**config.mk**
```make
export PLATFORM = sky130hd
export DESIGN_NAME = regfile_write_arbiter_flat
export DESIGN_NICKNAME = d
export VERILOG_FILES = /design/src/rtl/regfile_write_arbiter_if.sv /design/src/rtl/regfile_write_arbiter.sv /design/src/flat_wrapper.sv
export SDC_FILE = /design/constraint.sdc
export NUM_CORES = 1
export LEC_CHECK = 0
export BUFFER_PORTS_ARGS = -buffer_cell sky130_fd_sc_hd__buf_2
export CORE_UTILIZATION = 49
export CTS_BUF_LIST = sky130_fd_sc_hd__clkbuf_4 sky130_fd_sc_hd__clkbuf_8
export CTS_CLUSTER_DIAMETER = 100
export DETAILED_ROUTE_END_ITERATION = 12
export PLACE_DENSITY = 0.87
export SYNTH_ARGS = -nofsm -noshare
export SYNTH_HDL_FRONTEND = slang
export SYNTH_SLANG_ARGS = --single-unit
```
**constraint.sdc**
```tcl
create_clock -name clk -period 1.4 [get_ports clk]
set_input_delay 0.28 -clock clk [delete_from_list [all_inputs] [get_ports clk]]
set_output_delay 0.28 -clock clk [all_outputs]
set_load 0.05 [all_outputs]
```
**src/rtl/regfile_write_arbiter_if.sv**
```systemverilog
// Write-port bus of the two-requester register-file write arbiter.
// drop_count exists only when REGFILE_ARB_FILTER_EN is defined.
interface regfile_write_arbiter_if #(
  parameter int ID_W   = 5,
  parameter int DATA_W = 32,
  parameter int CNT_W  = 16
);
  logic              req_a_valid;
  logic              req_a_ready;
  logic [ID_W-1:0]   req_a_id;
  logic [DATA_W-1:0] req_a_data;
  logic              req_b_valid;
  logic              req_b_ready;
  logic [ID_W-1:0]   req_b_id;
  logic [DATA_W-1:0] req_b_data;
  logic              hold;
  logic              write_enable;
  logic [ID_W-1:0]   reg_id_d;
  logic [DATA_W-1:0] reg_d_value;
  logic              busy;
  logic [CNT_W-1:0]  wr_count;
`ifdef REGFILE_ARB_FILTER_EN
  logic [CNT_W-1:0]  drop_count;
`endif

  modport master (
    output req_a_valid, req_a_id, req_a_data,
    output req_b_valid, req_b_id, req_b_data, hold,
    input  req_a_ready, req_b_ready, write_enable, reg_id_d, reg_d_value,
    input  busy, wr_count
`ifdef REGFILE_ARB_FILTER_EN
    , input drop_count
`endif
  );

  modport slave (
    input  req_a_valid, req_a_id, req_a_data,
    input  req_b_valid, req_b_id, req_b_data, hold,
    output req_a_ready, req_b_ready, write_enable, reg_id_d, reg_d_value,
    output busy, wr_count
`ifdef REGFILE_ARB_FILTER_EN
    , output drop_count
`endif
  );
endinterface

```
**src/rtl/regfile_write_arbiter.sv**
```systemverilog
// Round-robin arbiter sharing one register-file write port between two
// one-entry writeback slots. REGFILE_ARB_FILTER_EN drops out-of-window ids.
module regfile_write_arbiter #(
  parameter int ID_W      = 5,
  parameter int DATA_W    = 32,
  parameter int REG_BASE  = 5,
  parameter int REG_COUNT = 3,
  parameter int CNT_W     = 16
) (
  input logic clk,
  input logic rst,
  regfile_write_arbiter_if.slave bus
);
`ifdef REGFILE_ARB_FILTER_EN
  localparam bit FILTER = 1'b1;
`else
  localparam bit FILTER = 1'b0;
`endif
  localparam logic [ID_W:0] WIN_LO = (ID_W+1)'(REG_BASE);
  localparam logic [ID_W:0] WIN_HI = (ID_W+1)'(REG_BASE + REG_COUNT);

  typedef struct packed {
    logic              v;
    logic [ID_W-1:0]   id;
    logic [DATA_W-1:0] data;
  } slot_t;

  typedef enum logic {LAST_A = 1'b0, LAST_B = 1'b1} last_e;

  slot_t             slot_a, slot_b;
  last_e             last;
  logic              we_q;
  logic [ID_W-1:0]   id_q;
  logic [DATA_W-1:0] data_q;
  logic [CNT_W-1:0]  wr_cnt_q;

  logic in_win_a, in_win_b, drop_a, drop_b, elig_a, elig_b;
  logic grant_a, grant_b, acc_a, acc_b;

  assign in_win_a = ({1'b0, slot_a.id} >= WIN_LO) && ({1'b0, slot_a.id} < WIN_HI);
  assign in_win_b = ({1'b0, slot_b.id} >= WIN_LO) && ({1'b0, slot_b.id} < WIN_HI);

  // Dropped entries bypass arbitration and are cleared regardless of hold.
  assign drop_a = FILTER && slot_a.v && !in_win_a;
  assign drop_b = FILTER && slot_b.v && !in_win_b;
  assign elig_a = slot_a.v && !drop_a;
  assign elig_b = slot_b.v && !drop_b;

  always_comb begin
    grant_a = 1'b0;
    grant_b = 1'b0;
    if (!bus.hold) begin
      if (elig_a && elig_b) begin
        grant_a = (last == LAST_B);
        grant_b = (last == LAST_A);
      end else begin
        grant_a = elig_a;
        grant_b = elig_b;
      end
    end
  end

  // Ready also covers a slot draining this cycle, enabling drain-and-refill.
  assign bus.req_a_ready = !slot_a.v || grant_a;
  assign bus.req_b_ready = !slot_b.v || grant_b;
  assign acc_a = bus.req_a_valid && bus.req_a_ready;
  assign acc_b = bus.req_b_valid && bus.req_b_ready;

  always_ff @(posedge clk) begin
    if (rst) begin
      slot_a   <= '0;
      slot_b   <= '0;
      last     <= LAST_B;
      we_q     <= 1'b0;
      id_q     <= '0;
      data_q   <= '0;
      wr_cnt_q <= '0;
    end else begin
      if (acc_a)                  slot_a <= '{1'b1, bus.req_a_id, bus.req_a_data};
      else if (grant_a || drop_a) slot_a.v <= 1'b0;
      if (acc_b)                  slot_b <= '{1'b1, bus.req_b_id, bus.req_b_data};
      else if (grant_b || drop_b) slot_b.v <= 1'b0;

      if (grant_a || grant_b) begin
        we_q     <= 1'b1;
        id_q     <= grant_a ? slot_a.id   : slot_b.id;
        data_q   <= grant_a ? slot_a.data : slot_b.data;
        wr_cnt_q <= wr_cnt_q + CNT_W'(1);
        last     <= grant_a ? LAST_A : LAST_B;
      end else begin
        we_q     <= 1'b0;
      end
    end
  end

`ifdef REGFILE_ARB_FILTER_EN
  logic [CNT_W-1:0] drop_cnt_q;

  always_ff @(posedge clk) begin
    if (rst) drop_cnt_q <= '0;
    else     drop_cnt_q <= drop_cnt_q + CNT_W'(drop_a) + CNT_W'(drop_b);
  end

  assign bus.drop_count = drop_cnt_q;
`endif

  assign bus.write_enable = we_q;
  assign bus.reg_id_d     = id_q;
  assign bus.reg_d_value  = data_q;
  assign bus.wr_count     = wr_cnt_q;
  assign bus.busy         = slot_a.v || slot_b.v;
endmodule

```
**src/flat_wrapper.sv**
```systemverilog
// flat-port wrapper written by rule: the top's interface ports become plain ports
module regfile_write_arbiter_flat 
#(
  parameter int ID_W      = 5,
  parameter int DATA_W    = 32,
  parameter int REG_BASE  = 5,
  parameter int REG_COUNT = 3,
  parameter int CNT_W     = 16
)
  (clk, rst, bus_req_a_valid, bus_req_a_id, bus_req_a_data, bus_req_b_valid, bus_req_b_id, bus_req_b_data, bus_hold, bus_req_a_ready, bus_req_b_ready, bus_write_enable, bus_reg_id_d, bus_reg_d_value, bus_busy, bus_wr_count);
  regfile_write_arbiter_if #(.ID_W(ID_W), .DATA_W(DATA_W), .CNT_W(CNT_W)) bus_i ();
  input logic clk;
  input logic rst;
  input wire logic [$bits(bus_i.req_a_valid)-1:0] bus_req_a_valid;
  input wire logic [$bits(bus_i.req_a_id)-1:0] bus_req_a_id;
  input wire logic [$bits(bus_i.req_a_data)-1:0] bus_req_a_data;
  input wire logic [$bits(bus_i.req_b_valid)-1:0] bus_req_b_valid;
  input wire logic [$bits(bus_i.req_b_id)-1:0] bus_req_b_id;
  input wire logic [$bits(bus_i.req_b_data)-1:0] bus_req_b_data;
  input wire logic [$bits(bus_i.hold)-1:0] bus_hold;
  output wire logic [$bits(bus_i.req_a_ready)-1:0] bus_req_a_ready;
  output wire logic [$bits(bus_i.req_b_ready)-1:0] bus_req_b_ready;
  output wire logic [$bits(bus_i.write_enable)-1:0] bus_write_enable;
  output wire logic [$bits(bus_i.reg_id_d)-1:0] bus_reg_id_d;
  output wire logic [$bits(bus_i.reg_d_value)-1:0] bus_reg_d_value;
  output wire logic [$bits(bus_i.busy)-1:0] bus_busy;
  output wire logic [$bits(bus_i.wr_count)-1:0] bus_wr_count;
  assign bus_i.req_a_valid = bus_req_a_valid;
  assign bus_i.req_a_id = bus_req_a_id;
  assign bus_i.req_a_data = bus_req_a_data;
  assign bus_i.req_b_valid = bus_req_b_valid;
  assign bus_i.req_b_id = bus_req_b_id;
  assign bus_i.req_b_data = bus_req_b_data;
  assign bus_i.hold = bus_hold;
  assign bus_req_a_ready = bus_i.req_a_ready;
  assign bus_req_b_ready = bus_i.req_b_ready;
  assign bus_write_enable = bus_i.write_enable;
  assign bus_reg_id_d = bus_i.reg_id_d;
  assign bus_reg_d_value = bus_i.reg_d_value;
  assign bus_busy = bus_i.busy;
  assign bus_wr_count = bus_i.wr_count;
  regfile_write_arbiter #(.ID_W(ID_W), .DATA_W(DATA_W), .REG_BASE(REG_BASE), .REG_COUNT(REG_COUNT), .CNT_W(CNT_W)) u_core (.clk(clk), .rst(rst), .bus(bus_i));
endmodule
```
==> flow_summary.json, run 1 <==
{
  "status": "finished with violations",
  "violations": "setup timing",
  "place_area_sq_mm": 0.00620,
  "worst_pin_slew_ps": 352,
  "initialDrtViolationCount": 322,
  "yosys.area.top_type": "dfxtp_1",
  "vias": 5280,
  "fin_ws_ps": -215,
  "synthTopCellsByArea": "dfxtp_1 (50%), a21oi_1 (7.9%), mux2i_1 (7.3%), nand2_1 (5.6%), a211oi_1 (5.3%)",
  "ys_seq_area_share_pct": 50.1,
  "hold_viol": 0,
  "synthDistinctLibCells": 38,
  "viasPerCell": 5.81,
  "start_util_pct": 50.7,
  "die_x_microns": 105,
  "die_area_sq_mm": 0.0111,
  "wl_per_cell_microns": 19.3,
  "rsz0062_at_grt": "yes",
  "sw_frac_of_total_pct": 30.4,
  "crit_arrival_ps": 1330,
  "intPower_w": 0.00672,
  "power_w": 0.00965,
  "final.min_clock_period_ps": 1610,
  "numPlacedInstances": 845,
  "gr-usage-all-layers_pct": 27.6,
  "cts_buffers": 17,
  "clk_pin_slew_worst_paths_ps": 90,
  "htree_levels": 4,
  "io_buffers": 135,
  "pwr-share-seq_pct": 42.2,
  "place_worst_setup_slack_ps": -62.4,
  "antenna_found_initial": 0,
  "areaGrowthSynthToFinish_pct": 50.9,
  "drive_gt1_share_pct": 46.4,
  "wirelength_microns": 17500,
  "first_pass_iters": 5,
  "worstSetupEndpointType": "primary output",
  "p_switching_w": 0.00294,
  "clk_path_buf_depth": 2,
  "crit_fanout": 4,
  "insertion_delay_ps": 440,
  "die-height_microns": 105,
  "worstSetupStartpointType": "flop",
  "layout.nets": 839,
  "globalplace.congestion": 0.807,
  "n_antenna_cell": 0,
  "synth_top_cell_area_share_pct": 50.1,
  "max-cap-violations": 0,
  "holdBufCountCts": 0,
  "combPwrFrac_pct": 19.9,
  "ant_nets": 0,
  "synth_nets": 681,
  "grt_overflow": 0,
  "min_delay_path_depth": 3,
  "syn_area_sq_mm": 0.00524,
  "grt_max_degree": 57,
  "yosys_warnings": 0,
  "ios": 136,
  "clock_tree.root_cell": "clkbuf_8",
  "dp_hpwl_microns": 9000,
  "peakVddDrop_v": 0.000846,
  "cts_tree": "built",
  "power_frac_clock_pct": 37.9,
  "slew-limit-headroom_pct": 76.5,
  "syn_inst": 601,
  "reg2reg_depth": 7,
  "grt_pass1_wl_microns": 23900,
  "drt_drc_violations_left": 0,
  "num-fill-cells": 624,
  "max_freq_ghz": 0.619,
  "p_per_area_mw_per_mm2": 1220,
  "p_leak_nw": 3.40,
  "ys_ff_latch": 131,
  "rows": 37,
  "final_cells": 908,
  "setup_violations": 90,
  "drv_slew": 0,
  "post-route-period-util_pct": 115,
  "crit_required_ps": 1120,
  "holdWs_ps": 79.0,
  "cts.sinks": 131,
  "hold_class": "input port to flop",
  "syn_area_per_cell_sq_um": 8.71,
  "grt_pass1_vias": 4893,
  "core_sq_mm": 0.0103,
  "postLayoutCellArea_sq_mm": 0.00790,
  "path_class": "flop to primary output",
  "clock-skew-final_ps": 9.82
}
[cell usage after synthesis]
library cell and number:
o31ai_1 1, o21a_1 1, buf_2 10, nor2_1 49, o21ai_1 6, or2_2 1
a21o_1 1, buf_6 5, ha_1 1, and3_2 2, o21ai_2 1, or3_2 1
clkbuf_8 2, a21oi_1 83, buf_4 3, clkbuf_1 34, a21boi_2 1, dfxtp_1 131
inv_1 6, or4_1 1, and2_0 1, a211oi_1 37, a31o_2 2, nor2b_1 2
mux2i_1 38, nand4_1 7, nand3_4 1, or3_1 1, o21bai_1 1, xnor2_1 1
and4_1 3, nand3_1 41, xor2_1 9, and3_1 2, and2_1 2, nand2_1 78
o21ai_0 34, o21ba_2 1
[per-stage QoR]
stage               utilization (%)  TNS, ps
global placement               60.1        0
finish                         76.5    -4140
CTS                            67.2    -2050
detailed placement             60.1     -164
global route                   76.5    -8520
floorplan                         -    -38.2
[power by group through the flow]
| stage | sequential [W] | clock (W) | combinational [W] |
|---|---|---|---|
| 3_3_place_gp | 0.00412 | 0 | 0.00131 |
| 2_1_floorplan | 0.00442 | 0 | 0.000618 |
| 6_report | 0.00407 | 0.00366 | 0.00192 |
| 5_1_grt | 0.00409 | 0.00387 | 0.00202 |
| 3_5_place_dp | 0.00414 | 0 | 0.00135 |
| 4_1_cts | 0.00405 | 0.00367 | 0.00150 |
[layer usage]
metal / vias up / part of all wire, % / global-route usage [%]
met2: 278 / 50 / 46.3
li1: 2423 / - / -
met1: 2541 / 39 / 32.7
met5: - / 0 / 0
met4: 0 / 3.1 / 14.6
met3: 38 / 8.2 / 6.37
[path summary, 6_finish.rpt]
| kind | startpoint | end | slack (ps) |
|---|---|---|---|
| max reg2reg | u_core.elig_b | u_core.bus.reg_d_value[26] | -90 |
| max | u_core.elig_b | bus_req_a_ready | -210 |
| min | bus_req_b_data[4] | u_core.slot_b[4] | 80 |
| min reg2reg | u_core.slot_b[12] | u_core.slot_b[12] | 460 |
[placed cells by master (no fill, tap or decap), types with 3 or more instances in the layout]
cell       netlist  layout
a211oi_1        37      27
a211oi_2         0      10
a21oi_1         83      43
a21oi_2          0      39
buf_12           0      16
buf_16           0       6
buf_2           10     126
buf_4            3      22
buf_6            5       6
buf_8            0       3
bufinv_16        0       4
clkbuf_16        0      10
clkbuf_4         0       4
clkbuf_8         2      17
dfxtp_1        131     115
dfxtp_2          0       4
dfxtp_4          0      12
inv_1            6       4
inv_6            0       4
inv_8            0       3
mux2i_1         38      27
mux2i_2          0       7
mux2i_4          0       4
nand2_1         78      42
nand2_2          0       5
nand2_4          0      31
nand3_1         41      39
nand4_1          7       7
nor2_1          49      49
o21ai_0         34      27
o21ai_1          6      11
xor2_1           9       9
[final cells by class]
cell class | instances | area (sq um) | share of cell area [%]
Clock buffer | 17 | 234 | 2.96
Clock inverter | 15 | 221 | 2.80
Inverter | 6 | 22.5 | 0.285
Multi-Input combinational cell | 410 | 2910 | 36.8
Sequential cell | 131 | 2670 | 33.8
Tap cell | 136 | 170 | 2.15
Timing Repair Buffer | 193 | 1670 | 21.2
[sequential cells by signal, summed over array words and instances, names as in the netlist]
| signal | cells |
|---|---|
| u_core.last | 1 |
| u_core.bus.wr_count | 16 |
| u_core.slot_b | 37 |
| u_core.slot_a | 37 |
| u_core.bus.reg_id_d | 5 |
| u_core.bus.reg_d_value | 32 |
| u_core.elig_a | 1 |
| u_core.elig_b | 1 |
| u_core.bus.write_enable | 1 |
[worst max-delay path: stages, from the launching register on]
cell and delay (ps):
dfxtp_2 340, nor2b_1 130, o21a_1 190, inv_2 80
buf_8 150
[repair_timing]
action                     in CTS  in global routing
pin swaps                      16                 96
buffers inserted                8                  7
gates cloned                    5                 12
setup endpoints to repair      35                128
resized for setup              25                168
[cells by family after synthesis]
logic type | count (synthesis) | synth area share (%)
buffers and inverters | 60 | 5.85
adders and majority gates | 1 | 0.239
xor gates and xnor gates | 10 | 1.67
DFF | 131 | 50.1
muxes | 38 | 7.26
and+or+nand+nor | 192 | 16.3
AOI/OAI and AO/OA | 169 | 18.5
No activity file was read; power rests on OpenSTA's default activity.
==> run 2: changes to the inputs <==
==> constraint.sdc (replaced) <==
create_clock -name clk -period 1.4 [get_ports clk]
set_input_delay 0.28 -clock clk [delete_from_list [all_inputs] [get_ports clk]]
set_output_delay 0.28 -clock clk [all_outputs]
set_load 0.02 [all_outputs]
==> flow_summary.json, run 2 (synthesis gave the netlist of run 1 again) <==
{
  "setup_violations": 111,
  "vias": 5358,
  "power_w": 0.00890,
  "path_cells": "nor2b_4, o21a_1, inv_2, buf_12, buf_8",
  "ios": 136,
  "drt_drc_violations_left": 0,
  "clk_path_buf_depth": 2,
  "status": "finished with violations",
  "crit_arrival_ps": 1430,
  "worstSetupEndpointType": "primary output",
  "final_util_pct": 73.4,
  "drive_gt1_share_pct": 42.3,
  "max_freq_ghz": 0.583,
  "gr-usage-all-layers_pct": 28.2,
  "routedLengthMet1_microns": 6790,
  "routed-wl-met2_microns": 8690,
  "path_class": "flop to primary output",
  "areaGrowthSynthToFinish_pct": 44.7,
  "globalplace.congestion": 0.855,
  "initialDrtViolationCount": 594,
  "first_pass_iters": 6,
  "die-height_microns": 105,
  "n_antenna_cell": 0,
  "cts_buffers": 17,
  "crit_fanout": 3,
  "clk_pin_slew_worst_paths_ps": 80,
  "wl_per_cell_microns": 19.2,
  "num-fill-cells": 695,
  "grt_max_degree": 76,
  "slew-limit-headroom_pct": 74.2,
  "peakVddDrop_v": 0.000740,
  "clock_tree.root_cell": "clkbuf_8",
  "viasPerCell": 5.84,
  "grt_pass1_wl_microns": 24300,
  "start_util_pct": 50.7,
  "dp_hpwl_microns": 9110,
  "p_per_area_mw_per_mm2": 1180,
  "crit_required_ps": 1120,
  "critPathSlowestCell": "dfxtp_4",
  "io_buffers": 135,
  "core_sq_mm": 0.0103,
  "mostFrequentLayoutCell": "buf_2",
  "route.met3.wl_microns": 1500,
  "final.min_clock_period_ps": 1710,
  "layout.nets": 848,
  "grt_overflow": 0,
  "clock-skew-final_ps": 12.8,
  "max-cap-violations": 0,
  "hold_class": "input port to flop",
  "cts.sinks": 131,
  "rows": 37,
  "htree_levels": 4,
  "hold_viol": 0,
  "p_leak_nw": 3.31,
  "wirelength_microns": 17600,
  "r2r_slack_ps": -220,
  "insertion_delay_ps": 440,
  "place_worst_setup_slack_ps": -127,
  "die_area_sq_mm": 0.0111,
  "antenna_found_initial": 0,
  "mostFrequentLayoutCells": "buf_2 (131), dfxtp_1 (117), a21oi_1 (54)",
  "violations": "setup timing",
  "die_x_microns": 105,
  "cts_tree": "built",
  "top_layer_used": "met4",
  "grt_pass1_vias": 5116,
  "fin_ws_ps": -314,
  "postLayoutCellArea_sq_mm": 0.00757,
  "worstSetupStartpointType": "flop",
  "worst_pin_slew_ps": 388,
  "rsz0062_at_grt": "yes",
  "ant_nets": 0,
  "place_area_sq_mm": 0.00622,
  "holdBufCountCts": 0,
  "drv_slew": 0,
  "slowest_delay_ps": 370,
  "post-route-period-util_pct": 122
}
==> run 2: cell types whose count changed in the layout (fill, tap and decap cells not counted), moves of 6 or more <==
cell      change
nand2_4      -15
a21oi_1      +11
a21oi_2      -11
buf_6        +11
nand2_1      +11
a211oi_1      +7
a211oi_2      -7
o21ai_0       +6
==> run 2: repair_timing <==
item,4_1_cts,5_1_grt
resized for setup,43,93
pin swaps,8,53
setup buffers,14,10
endpoints found under the setup margin,113,121
gates cloned,7,7
==> run 2: worst max-delay path, delay by kind of cell, from the launching register on <==
family | cells | cell delay [ps]
buffers and inverters | 3 | 330
AND/OR/NAND/NOR | 1 | 120
flip-flops | 1 | 370
AO/OA/AOI/OAI | 1 | 200
==> run 2: metal layers <==
| layer | global-route usage, % | vias to the layer above |
|---|---|---|
| met4 | 14.8 | 0 |
| li1 | - | 2426 |
| met5 | 0 | - |
| met1 | 31.8 | 2546 |
| met2 | 48.4 | 323 |
| met3 | 7.54 | 63 |
==> run 2: layout make-up <==
cell class,instances,area (sq um),area share [%]
Multi-Input combinational cell,410,2680,35.3
Sequential cell,131,2660,35.1
Timing Repair Buffer,202,1650,21.8
Clock buffer,20,269,3.55
Tap cell,136,170,2.25
Clock inverter,12,129,1.70
Inverter,6,22.5,0.297
==> run 2: worst paths after layout <==
| check | to | startpoint | cells past startpoint |
|---|---|---|---|
| hold / removal | u_core.slot_b[5] | bus_req_b_data[5] | 3 |
| setup reg to reg | u_core.bus.reg_d_value[29] | u_core.elig_b | 8 |
| hold reg to reg | u_core.slot_b[3] | u_core.slot_b[3] | 2 |
| setup / recovery | bus_req_a_ready | u_core.last | 5 |
==> run 2: where the power goes <==
| part | switching [W] | leakage, nW | internal [W] | total (W) |
|---|---|---|---|---|
| sequential | 0.000139 | 1.08 | 0.00394 | 0.00408 |
| combinational | 0.000876 | 2.03 | 0.000731 | 0.00161 |
| clock | 0.00152 | 0.195 | 0.00169 | 0.00322 |
==> run 2: through the flow <==
step / instances / setup TNS [ps] / hold WS (ps)
finish: 917 / -9930 / 78.4
global route: 917 / -16520 / 58.2
global placement: 851 / -79.9 / 441
CTS: 904 / -3850 / 51.9
floorplan: 601 / -57.1 / 397
detailed placement: 851 / -3480 / 448
==> run 3: changes to the inputs <==
CORE_MARGIN = 8   (was not set)
==> flow_summary.json, run 3 (synthesis gave the netlist of run 1 again) <==
{
  "status": "finished with violations",
  "violations": "setup timing",
  "max-cap-violations": 0,
  "areaGrowthSynthToFinish_pct": 54.7,
  "first_pass_iters": 7,
  "mostFrequentLayoutCells": "buf_2 (130), dfxtp_1 (115), a21oi_2 (43)",
  "final_util_pct": 78.1,
  "slew-limit-headroom_pct": 75.0,
  "dp_hpwl_microns": 10700,
  "ant_nets": 0,
  "fin_ws_ps": -369,
  "clock-skew-final_ps": 14.5,
  "power_w": 0.00988,
  "hold_class": "input port to flop",
  "die-height_microns": 119,
  "r2r_slack_ps": -370,
  "path_class": "flop to flop",
  "drt_drc_violations_left": 0,
  "crit_fanout": 5,
  "crit_arrival_ps": 2080,
  "p_leak_nw": 3.45,
  "clock_tree.root_cell": "clkbuf_8",
  "grt_max_degree": 68,
  "worstSetupEndpointType": "flop",
  "grt_overflow": 0,
  "start_util_pct": 50.5,
  "max_freq_ghz": 0.565,
  "wl_per_cell_microns": 23.2,
  "grt_pass1_vias": 5800,
  "final.min_clock_period_ps": 1770,
  "rsz0062_at_grt": "yes",
  "clk_path_buf_depth": 2,
  "fin_tns_setup_ps": -17930,
  "n_antenna_cell": 0,
  "cts_buffers": 17,
  "initialDrtViolationCount": 524,
  "die_x_microns": 119,
  "postLayoutCellArea_sq_mm": 0.00810,
  "io_buffers": 135,
  "peakVddDrop_v": 0.00111,
  "place_area_sq_mm": 0.00627,
  "insertion_delay_ps": 450,
  "holdBufCountCts": 0,
  "cts.sinks": 131,
  "globalplace.congestion": 0.835,
  "htree_levels": 4,
  "antenna_found_initial": 0,
  "die_area_sq_mm": 0.0143,
  "num-fill-cells": 603,
  "mostFrequentLayoutCell": "buf_2",
  "p_per_area_mw_per_mm2": 1220,
  "vias": 5735,
  "hold_viol": 0,
  "crit_path_frequent_cell": "buf_6",
  "crit_required_ps": 1710,
  "slowest_delay_ps": 370,
  "drive_gt1_share_pct": 51.8,
  "clk_pin_slew_worst_paths_ps": 80,
  "grt_pass1_wl_microns": 29700,
  "viasPerCell": 6.16,
  "worstSetupStartpointType": "flop",
  "critPathSlowestCell": "dfxtp_2",
  "path_cells": "buf_6, buf_4, inv_4, o21ai_4, buf_6, buf_6, buf_16, mux2i_1, a211oi_1",
  "drv_slew": 0,
  "gr-usage-all-layers_pct": 26.0,
  "worst_pin_slew_ps": 375,
  "multi_input_area_sq_mm": 0.00300,
  "ios": 136,
  "regArea_sq_mm": 0.00266,
  "wirelength_microns": 21600,
  "post-route-period-util_pct": 126,
  "cts_tree": "built",
  "rows": 37,
  "setup_violations": 128,
  "layout.nets": 862,
  "core_sq_mm": 0.0104
}
-- run 3: cell types whose count changed in the layout (fill, tap and decap cells not counted), sizes merged --
cell and change:
bufinv +4, bufbuf -1, clkinvlp -3, buf +18, clkbuf -4
-- run 3: layer usage --
layer | global-route usage [%] | wire length [microns] | up-vias
met5 | 0 | 0 | -
met3 | 7.84 | 1890 | 114
met4 | 13.7 | 1080 | 0
met1 | 28.2 | 7930 | 2770
li1 | - | - | 2473
met2 | 44.9 | 10700 | 378
-- run 3: final cells by class --
type / count / share of cell area, %
inverter: 6 / 0.309
clock inverter: 13 / 2.80
timing repair buffer: 216 / 21.7
clock buffer: 19 / 3.23
tap: 136 / 2.10
multi-input combinational: 410 / 37.0
sequential: 131 / 32.8
-- run 3: worst max-delay path: cells and delay by family (launching register included) --
kind	cells	cell delay, ps
buffers and inverters	6	680
DFF	1	370
AOI/OAI and AO/OA	2	340
muxes	1	240
-- run 3: what timing repair did --
action / CTS / global route
setup endpoints to repair: 78 / 133
pin swaps: 76 / 37
cloned: 11 / 2
resized for setup: 142 / 140
setup buffers: 25 / 8
-- run 3: metrics by stage --
step                      std cells  hold slack [ps]  setup WS, ps
after floorplan                 601              397         -38.0
after global placement          863              443         -16.7
after detailed placement        863              450         -64.2
after CTS                       930             49.9          -270
after global routing            931             62.6          -393
final                           931             76.0          -369
-- run 3: worst paths after layout --
kind | from | to | cells past startpoint
max | u_core.elig_b | u_core.bus.reg_id_d[4] | 9
min | bus_req_b_data[10] | u_core.slot_b[10] | 3
max reg2reg | u_core.elig_b | u_core.bus.reg_id_d[4] | 9
min reg2reg | u_core.slot_b[35] | u_core.slot_b[35] | 2
-- run 3: power breakdown --
group	internal (W)	switching [W]	total [W]
logic	0.000809	0.000989	0.00180
clock network	0.00240	0.00156	0.00396
registers	0.00394	0.000177	0.00412
